**src/rtl/spi_master_arbiter.sv**
```systemverilog
// rtl/spi_master_arbiter.sv - two-requester round-robin arbiter driving one mode-0 SPI master port
module spi_master_arbiter #(
    parameter int DW      = 8,
    parameter int CLK_DIV = 4
) (
    input  logic            clk,
    input  logic            rst,
    input  logic [1:0]      req_valid,
    input  logic [2*DW-1:0] req_data,
    output logic [1:0]      req_ready,
    output logic [1:0]      rsp_valid,
    output logic [DW-1:0]   rsp_data,
    output logic            busy,
    output logic            m_sck_o,
    output logic            m_sck_t,
    output logic            m_io0_o,
    output logic            m_io0_t,
    input  logic            m_io1_i,
    output logic            m_ss_o,
    output logic            m_ss1_o,
    output logic            m_ss_t
);

    localparam int CW = (CLK_DIV > 1) ? $clog2(CLK_DIV) : 1;
    localparam int BW = (DW > 1) ? $clog2(DW) : 1;
    localparam logic [CW-1:0] DIV_LAST = CW'(CLK_DIV - 1);
    localparam logic [BW-1:0] BIT_TOP  = BW'(DW - 1);

    typedef enum logic [2:0] {IDLE, SETUP, SHIFT, HOLD, GAP} state_t;

    state_t        state_q, state_d;
    logic [CW-1:0] cnt_q, cnt_d;
    logic [BW-1:0] bit_q, bit_d;
    logic          done_q, done_d;
    logic          sel_q, sel_d;
    logic          last_q, last_d;
    logic [DW-1:0] sh_q, sh_d;
    logic [DW-1:0] rx_q, rx_d;
    logic          sck_q, sck_d;
    logic          mosi_q, mosi_d;
    logic          ss0_q, ss0_d;
    logic          ss1_q, ss1_d;
    logic [1:0]    ready_q, ready_d;
    logic [1:0]    rvalid_q, rvalid_d;
    logic [DW-1:0] rdata_q, rdata_d;
    logic          busy_q, busy_d;
    logic          tri_q;

    logic          cnt_wrap;
    logic [CW-1:0] cnt_inc;
    logic          gsel;

    always_comb begin
        state_d  = state_q;
        cnt_d    = cnt_q;
        bit_d    = bit_q;
        done_d   = done_q;
        sel_d    = sel_q;
        last_d   = last_q;
        sh_d     = sh_q;
        rx_d     = rx_q;
        sck_d    = sck_q;
        mosi_d   = mosi_q;
        ss0_d    = ss0_q;
        ss1_d    = ss1_q;
        ready_d  = 2'b00;
        rvalid_d = 2'b00;
        rdata_d  = rdata_q;
        busy_d   = busy_q;
        cnt_wrap = (cnt_q == DIV_LAST);
        cnt_inc  = cnt_wrap ? '0 : cnt_q + 1'b1;
        // On a tie the requester that did not win last time is served.
        gsel     = (req_valid == 2'b11) ? ~last_q : req_valid[1];

        case (state_q)
            IDLE: begin
                cnt_d  = '0;
                busy_d = 1'b0;
                if (req_valid != 2'b00) begin
                    sel_d   = gsel;
                    last_d  = gsel;
                    ready_d = gsel ? 2'b10 : 2'b01;
                    sh_d    = gsel ? req_data[DW +: DW] : req_data[0 +: DW];
                    bit_d   = BIT_TOP;
                    done_d  = 1'b0;
                    busy_d  = 1'b1;
                    state_d = SETUP;
                end
            end
            SETUP: begin
                ss0_d  = sel_q;
                ss1_d  = ~sel_q;
                sck_d  = 1'b0;
                mosi_d = sh_q[DW-1];
                cnt_d  = cnt_inc;
                if (cnt_wrap) state_d = SHIFT;
            end
            SHIFT: begin
                cnt_d = cnt_inc;
                if (cnt_q == '0) begin
                    sck_d = ~sck_q;
                    if (!sck_q) begin
                        rx_d = {rx_q[DW-2:0], m_io1_i};
                    end else begin
                        sh_d   = {sh_q[DW-2:0], 1'b0};
                        mosi_d = sh_q[DW-2];
                        if (bit_q == '0) done_d = 1'b1;
                        else             bit_d  = bit_q - 1'b1;
                    end
                end
                // Leave once the final falling edge has completed its low half-period.
                if (cnt_wrap && (done_q || (cnt_q == '0 && sck_q && bit_q == '0)))
                    state_d = HOLD;
            end
            HOLD: begin
                cnt_d = cnt_inc;
                if (cnt_wrap) state_d = GAP;
            end
            GAP: begin
                if (cnt_q == '0) begin
                    ss0_d    = 1'b1;
                    ss1_d    = 1'b1;
                    mosi_d   = 1'b0;
                    rvalid_d = sel_q ? 2'b10 : 2'b01;
                    rdata_d  = rx_q;
                end
                cnt_d = cnt_inc;
                if (cnt_wrap) state_d = IDLE;
            end
            default: state_d = IDLE;
        endcase
    end

    always_ff @(posedge clk) begin
        if (rst) begin
            state_q  <= IDLE;
            cnt_q    <= '0;
            bit_q    <= '0;
            done_q   <= 1'b0;
            sel_q    <= 1'b0;
            last_q   <= 1'b1;
            sh_q     <= '0;
            rx_q     <= '0;
            sck_q    <= 1'b0;
            mosi_q   <= 1'b0;
            ss0_q    <= 1'b1;
            ss1_q    <= 1'b1;
            ready_q  <= 2'b00;
            rvalid_q <= 2'b00;
            rdata_q  <= '0;
            busy_q   <= 1'b0;
            tri_q    <= 1'b1;
        end else begin
            state_q  <= state_d;
            cnt_q    <= cnt_d;
            bit_q    <= bit_d;
            done_q   <= done_d;
            sel_q    <= sel_d;
            last_q   <= last_d;
            sh_q     <= sh_d;
            rx_q     <= rx_d;
            sck_q    <= sck_d;
            mosi_q   <= mosi_d;
            ss0_q    <= ss0_d;
            ss1_q    <= ss1_d;
            ready_q  <= ready_d;
            rvalid_q <= rvalid_d;
            rdata_q  <= rdata_d;
            busy_q   <= busy_d;
            tri_q    <= 1'b0;
        end
    end

    assign req_ready = ready_q;
    assign rsp_valid = rvalid_q;
    assign rsp_data  = rdata_q;
    assign busy      = busy_q;
    assign m_sck_o   = sck_q;
    assign m_io0_o   = mosi_q;
    assign m_ss_o    = ss0_q;
    assign m_ss1_o   = ss1_q;
    assign m_sck_t   = tri_q;
    assign m_io0_t   = tri_q;
    assign m_ss_t    = tri_q;

endmodule

```
**config.mk**
```make
export PLATFORM = sky130hd
export DESIGN_NAME = spi_master_arbiter
export DESIGN_NICKNAME = d
export VERILOG_FILES = /design/src/rtl/spi_master_arbiter.sv
export SDC_FILE = /design/constraint.sdc
export NUM_CORES = 1
export LEC_CHECK = 0
export CORE_AREA = 2 2 70 72
export CTS_CLUSTER_SIZE = 25
export DETAILED_ROUTE_END_ITERATION = 16
export DIE_AREA = 0 0 72 74
export PLACE_DENSITY = 0.7
export SETUP_SLACK_MARGIN = 0.05
export SKIP_LAST_GASP = 1
export SLEW_MARGIN = 15
export SYNTH_ARGS = -nofsm -noshare
export SYNTH_HDL_FRONTEND = slang
export SYNTH_SLANG_ARGS = --single-unit
```
**constraint.sdc**
```tcl
create_clock -name clk -period 1.5 [get_ports clk]
set_input_delay 0.225 -clock clk [delete_from_list [all_inputs] [get_ports clk]]
set_output_delay 0.225 -clock clk [all_outputs]
set_load 0.1 [all_outputs]
```
After elaboration in Yosys (flattened, before gate mapping)

Cells that the tools add are included.

Register bits after elaboration: 45
Bits of input ports: 21
Output and inout port bits: 20
Word-level logic and storage cells: 105

Add/sub/neg operators: 2
Eq/ne operators: 16
Multiplexer cells: 37
Bitwise operators: 7
Reduce and logical (&&, ||, !) cells: 26

Operators with widths:

| operator                                                        | number |
|---|---|
| 8-bit two-way mux                                               | 4 |
| 3-bit two-way mux                                               | 9 |
| 2-bit != test, second input constant                            | 10 |
| 8-bit one-hot mux with 2 select lines                           | 1 |
| 3-bit one-hot mux with 5 select lines                           | 1 |
| 5-bit AND reduction                                             | 3 |
| 1-bit two-way mux                                               | 12 |
| 2-bit nonzero test                                              | 5 |
| 1-bit one-hot mux with 2 select lines                           | 4 |
| 2-bit AND reduction                                             | 4 |
| 4-bit AND reduction                                             | 2 |
| 1-bit NOT                                                       | 7 |
| 3-bit by 2-bit == test with 1-bit output, second input constant | 2 |
| 3-bit zero test                                                 | 2 |
| 2-bit two-way mux                                               | 3 |
| 3-bit one-hot mux with 2 select lines                           | 1 |
| 3-bit OR reduction                                              | 2 |
| 2-bit == test, second input constant                            | 2 |
| 2-bit one-hot mux with 2 select lines                           | 1 |
| 4-bit OR reduction                                              | 1 |
| 3-bit by 1-bit == test with 1-bit output, second input constant | 1 |
| 3-bit == test, second input constant                            | 1 |
| 1-bit logical AND                                               | 3 |
| 1-bit one-hot mux with 3 select lines                           | 1 |
| 6 further kinds                                                 | 6 |

Longest topological paths before layout

Word-level depth: 7
Gate-level depth with buffers: 7

Worst setup path before layout

Ideal clock, no wire load.

Path kind: reg2reg
From: reg sck_q, in the netlist m_sck_o
To: reg bit_q[2]
Arrival time: 1.782 ns
Slack: -0.356 ns
Stages on the path, launching flop included: 4
Path buffers: 0
Clock period less this slack: 1.856 ns
Path through: dfxtp_1 > nand3_1 > or4_1 > a31oi_1

Longest elaborated chain between the ends: 2

Ends and longest elaborated chain:

| element                              | RTL line | text |
|---|---|---|
| start, declared                      | 39       | `logic sck_q, sck_d;` |
| start signal, assigned               | 162      | `sck_q <= sck_d;` |
| 2-bit != test (no source line)       | n/a      |  |
| 5-bit AND reduction (no source line) | n/a      |  |
| end signal, assigned                 | 156      | `bit_q <= bit_d;` |
| end, declared                        | 33       | `logic [BW-1:0] bit_q, bit_d;` |

Every way passes these cells.
A chain may end at the register's enable or synchronous reset.

Worst setup path after layout

From: reg state_q[1]
To: reg sh_q[4]

Longest elaborated chain between the ends: 3

Ends and longest elaborated chain:

| element                                                                            | RTL line | text |
|---|---|---|
| start, declared                                                                    | 31       | `state_t state_q, state_d;` |
| start signal, assigned                                                             | 154      | `state_q <= state_d;` |
| 3-bit by 2-bit == test with 1-bit output / 3-bit zero test (equally long branches) | 75       | `case (state_q)` |
| 2-bit != test (no source line) / 2-bit nonzero test (equally long branches)        | n/a      |  |
| 4-bit AND reduction (no source line)                                               | n/a      |  |
| end signal, assigned                                                               | 142      | `sh_q <= '0;` |
| end signal, assigned                                                               | 160      | `sh_q <= sh_d;` |
| end, declared                                                                      | 37       | `logic [DW-1:0] sh_q, sh_d;` |

Several ways; a longest one is shown, not always the timed one.

==> out/summary.txt <==
CP Max Fanout -> 8
Hold Crit Class -> register to register
global route total overflow -> 0
vias in the first global route -> 1766
full die area -> 5328 µm²
Slew Viols, Final -> 0
clock sink count -> 45
hpwl dp -> 3318 µm
Critical Path AT -> 1.79 ns
synthesized flop and latch total -> 45
CTS tree -> yes
FILL cells -> 340
Gate power share -> 20.2%
DR vias -> 1846
Avg Cell Area, Syn -> 8.577 µm²
first-pass iteration count of the detailed router -> 4
Ys Warns -> 0
core area -> 4598 µm²
commonest cells in the netlist -> 45 x dfxtp_1, 33 x nand2_1, 29 x a21oi_1
nets -> 325
CTS Buf Count -> 5
crit path buf inv count -> 0
register area -> 915.9 µm²
initial drt markers -> 79
Util after Layout -> 67.89%
Worst-Margin Slew -> 0.3362 ns
P_sw -> 0.7024 mW
Chip Height -> 74 µm
post-synth cell types -> 39
internal power -> 1.916 mW
fin crit period -> 1.593 ns
layout cells sized above 1 -> 29.24%
Crit-path slowest cell -> or3b_4
GPL Wtd Cong -> 0.8578
switching share of total power -> 26.82%
RSZ-0062 raised after global routing -> yes
first-pass GRT wire length -> 7645 µm
cts hold-fix bufs -> 0
PD cells -> 838.9 nW/µm²
register area share after synthesis -> 44.69%
pre-CTS WS -> -0.2855 ns
leading area contributor after synthesis -> dfxtp_1
routed wire length per instance -> 13.24 µm
crit-path leading delay family -> simple AND/OR/NAND/NOR gates
Setup violations, final -> 8
Post-DRT Antenna Nets -> 0
Area growth syn-to-layout -> 54.87%
Post-DP Area -> 2859 µm²
post-synthesis instance total -> 235
final critical-path setup slack -> -0.09315 ns
IO Port Bufs -> 40
H-tree levels -> 2
setup_tns -> -0.5422 ns
Finished Cell Area -> 3122 µm²
required time worst endpoint -> 1.69 ns
Routed WL -> 4701 µm
Global Route Usage Sum -> 18.39%
peak supply drop -> 0.0006647 V
Async SR Flop Fraction -> 0%
post-synth net total -> 260
area of the multi-input gates -> 1120 µm²
Final Power -> 2.619 mW
Max-slew headroom -> 77.55%
register share of total power -> 48.7%
period utilization -> 106.2%
IO Count -> 41
num rows -> 25
status -> finished with violations
startpoint types -> register
Die W -> 72 µm
fmax -> 627.7 MHz
via-per-instance ratio -> 5.200
critical path type -> register to register
crit-path cells -> or3b_4 -> o2bb2ai_4 -> mux2_1
part of the power in the clock network -> 31.1%
Synth Cell Area -> 2016 µm²
Post-synth EDFFs -> 0
most frequent cell after synthesis -> dfxtp_1
CP Capture Type -> register
Initial Util -> 43.84%
Top FF cell, synth -> dfxtp_1
crit-path max cell delay -> 0.43 ns
clock slew at reported path FFs -> 0.08 ns
Leak -> 1.230 nW
MaxCap Viol Count -> 0
endpoints failing hold -> 0
failing checks -> setup timing
initial antenna violation count -> 0
ant diodes -> 0
largest net degree at the start of global routing -> 16
Synth area leaders -> dfxtp_1 45%, a21oi_1 7.2%, nand2_1 6.1%, mux2i_1 5.5%, mux2_1 2.8%
clock latency on the worst-skew pair -> 0.30 ns
DRC errors left -> 0
Max clock buf depth -> 2
CTS Root Cell -> clkbuf_8
Clock Skew -> 0.007286 ns
top cell type's share of synthesized area -> 44.69%
power groups by stage:
stage | Clock (mW) | Sequential (mW) | Combinational [mW]
global placement | 0 | 1.31 | 0.474
detailed placement | 0 | 1.31 | 0.481
floorplan | 0 | 1.38 | 0.199
CTS | 0.844 | 1.28 | 0.500
global route | 0.883 | 1.28 | 0.562
finish | 0.814 | 1.28 | 0.529
layer usage:
layer  track usage [%]  vias up  part of all wire (%)
met2             30.97       38                    49
met3             4.607        5                   3.6
met4             6.289        0                   1.1
li1                  -      950                     -
met1             23.22      853                    47
met5                 0        -                     0
cells by family after synthesis:
logic type / share of synthesized area, %
adder cells (fa/ha/maj): 2.483
AO/OA/AOI/OAI: 18.44
buffers and inverters: 5.028
multiplexers: 8.814
AND/OR/NAND/NOR: 20.11
flip-flops: 44.69
XOR/XNOR: 0.4346
flip-flops by register name, summed over array words and instances (netlist names), 2 cells and up:
name and flops:
rsp_data 8, rx_q 8, sh_q 8, bit_q 3, state_q 3, cnt_q 2, req_ready 2, rsp_valid 2
what timing repair did:
item,in CTS,in global routing
setup buffers,2,1
pin swaps,6,5
setup endpoints to repair,23,26
gates resized for setup,8,21
gates cloned,0,1
cell type report:
| cell class | instances | share of cell area (%) |
|---|---|---|
| clock inverter | 1 | 0.1603 |
| timing repair buffer | 75 | 28.54 |
| multi-input combinational | 166 | 35.87 |
| inverter | 7 | 0.8417 |
| tap | 54 | 2.164 |
| sequential | 45 | 29.34 |
| clock buffer | 7 | 3.086 |
per-stage QoR:
stage	hold WS, ns	cells
finish	0.4587	355
global route	0.4826	355
CTS	0.4601	353
detailed placement	0.4479	343
global placement	0.4406	343
floorplan	0.2527	235
path summary, 6_finish.rpt:
| check | slack (ns) | cells past startpoint | from | to |
|---|---|---|---|---|
| setup / recovery | -0.09 | 3 | state_q[1] | sh_q[4] |
| hold / removal | 0.46 | 2 | rx_q[7] | rsp_data[7] |
| setup reg to reg | -0.09 | 3 | state_q[1] | sh_q[4] |
| hold reg to reg | 0.46 | 2 | rx_q[7] | rsp_data[7] |
tightest hold or removal path, cell delays in order, from the launching register on:
cell and delay (ns):
dfxtp_1 0.31, nand2_1 0.05, a21oi_1 0.05
layout by cell type (no fill, tap or decap), types with 2 or more instances in the layout:
cell type	Yosys	final
nor3_1	9	7
ha_1	4	3
dfxtp_4	0	3
mux2i_1	11	11
a211oi_1	2	2
inv_2	0	2
nand4b_1	2	2
nand2_1	33	33
nor2_1	13	11
nand4bb_4	0	2
buf_12	0	20
o21ai_0	11	11
buf_4	2	26
inv_1	7	5
clkbuf_8	0	7
mux2_4	0	3
a21oi_1	29	28
nor2b_1	7	7
nor3_4	0	2
o21ai_1	9	9
a31oi_1	3	3
nand3_1	4	4
mux2_1	5	3
dfxtp_2	0	3
dfxtp_1	45	39
clkdlybuf4s50_1	0	20
buf_6	0	8
and3_1	3	3
No activity file was read; power rests on OpenSTA's default activity.
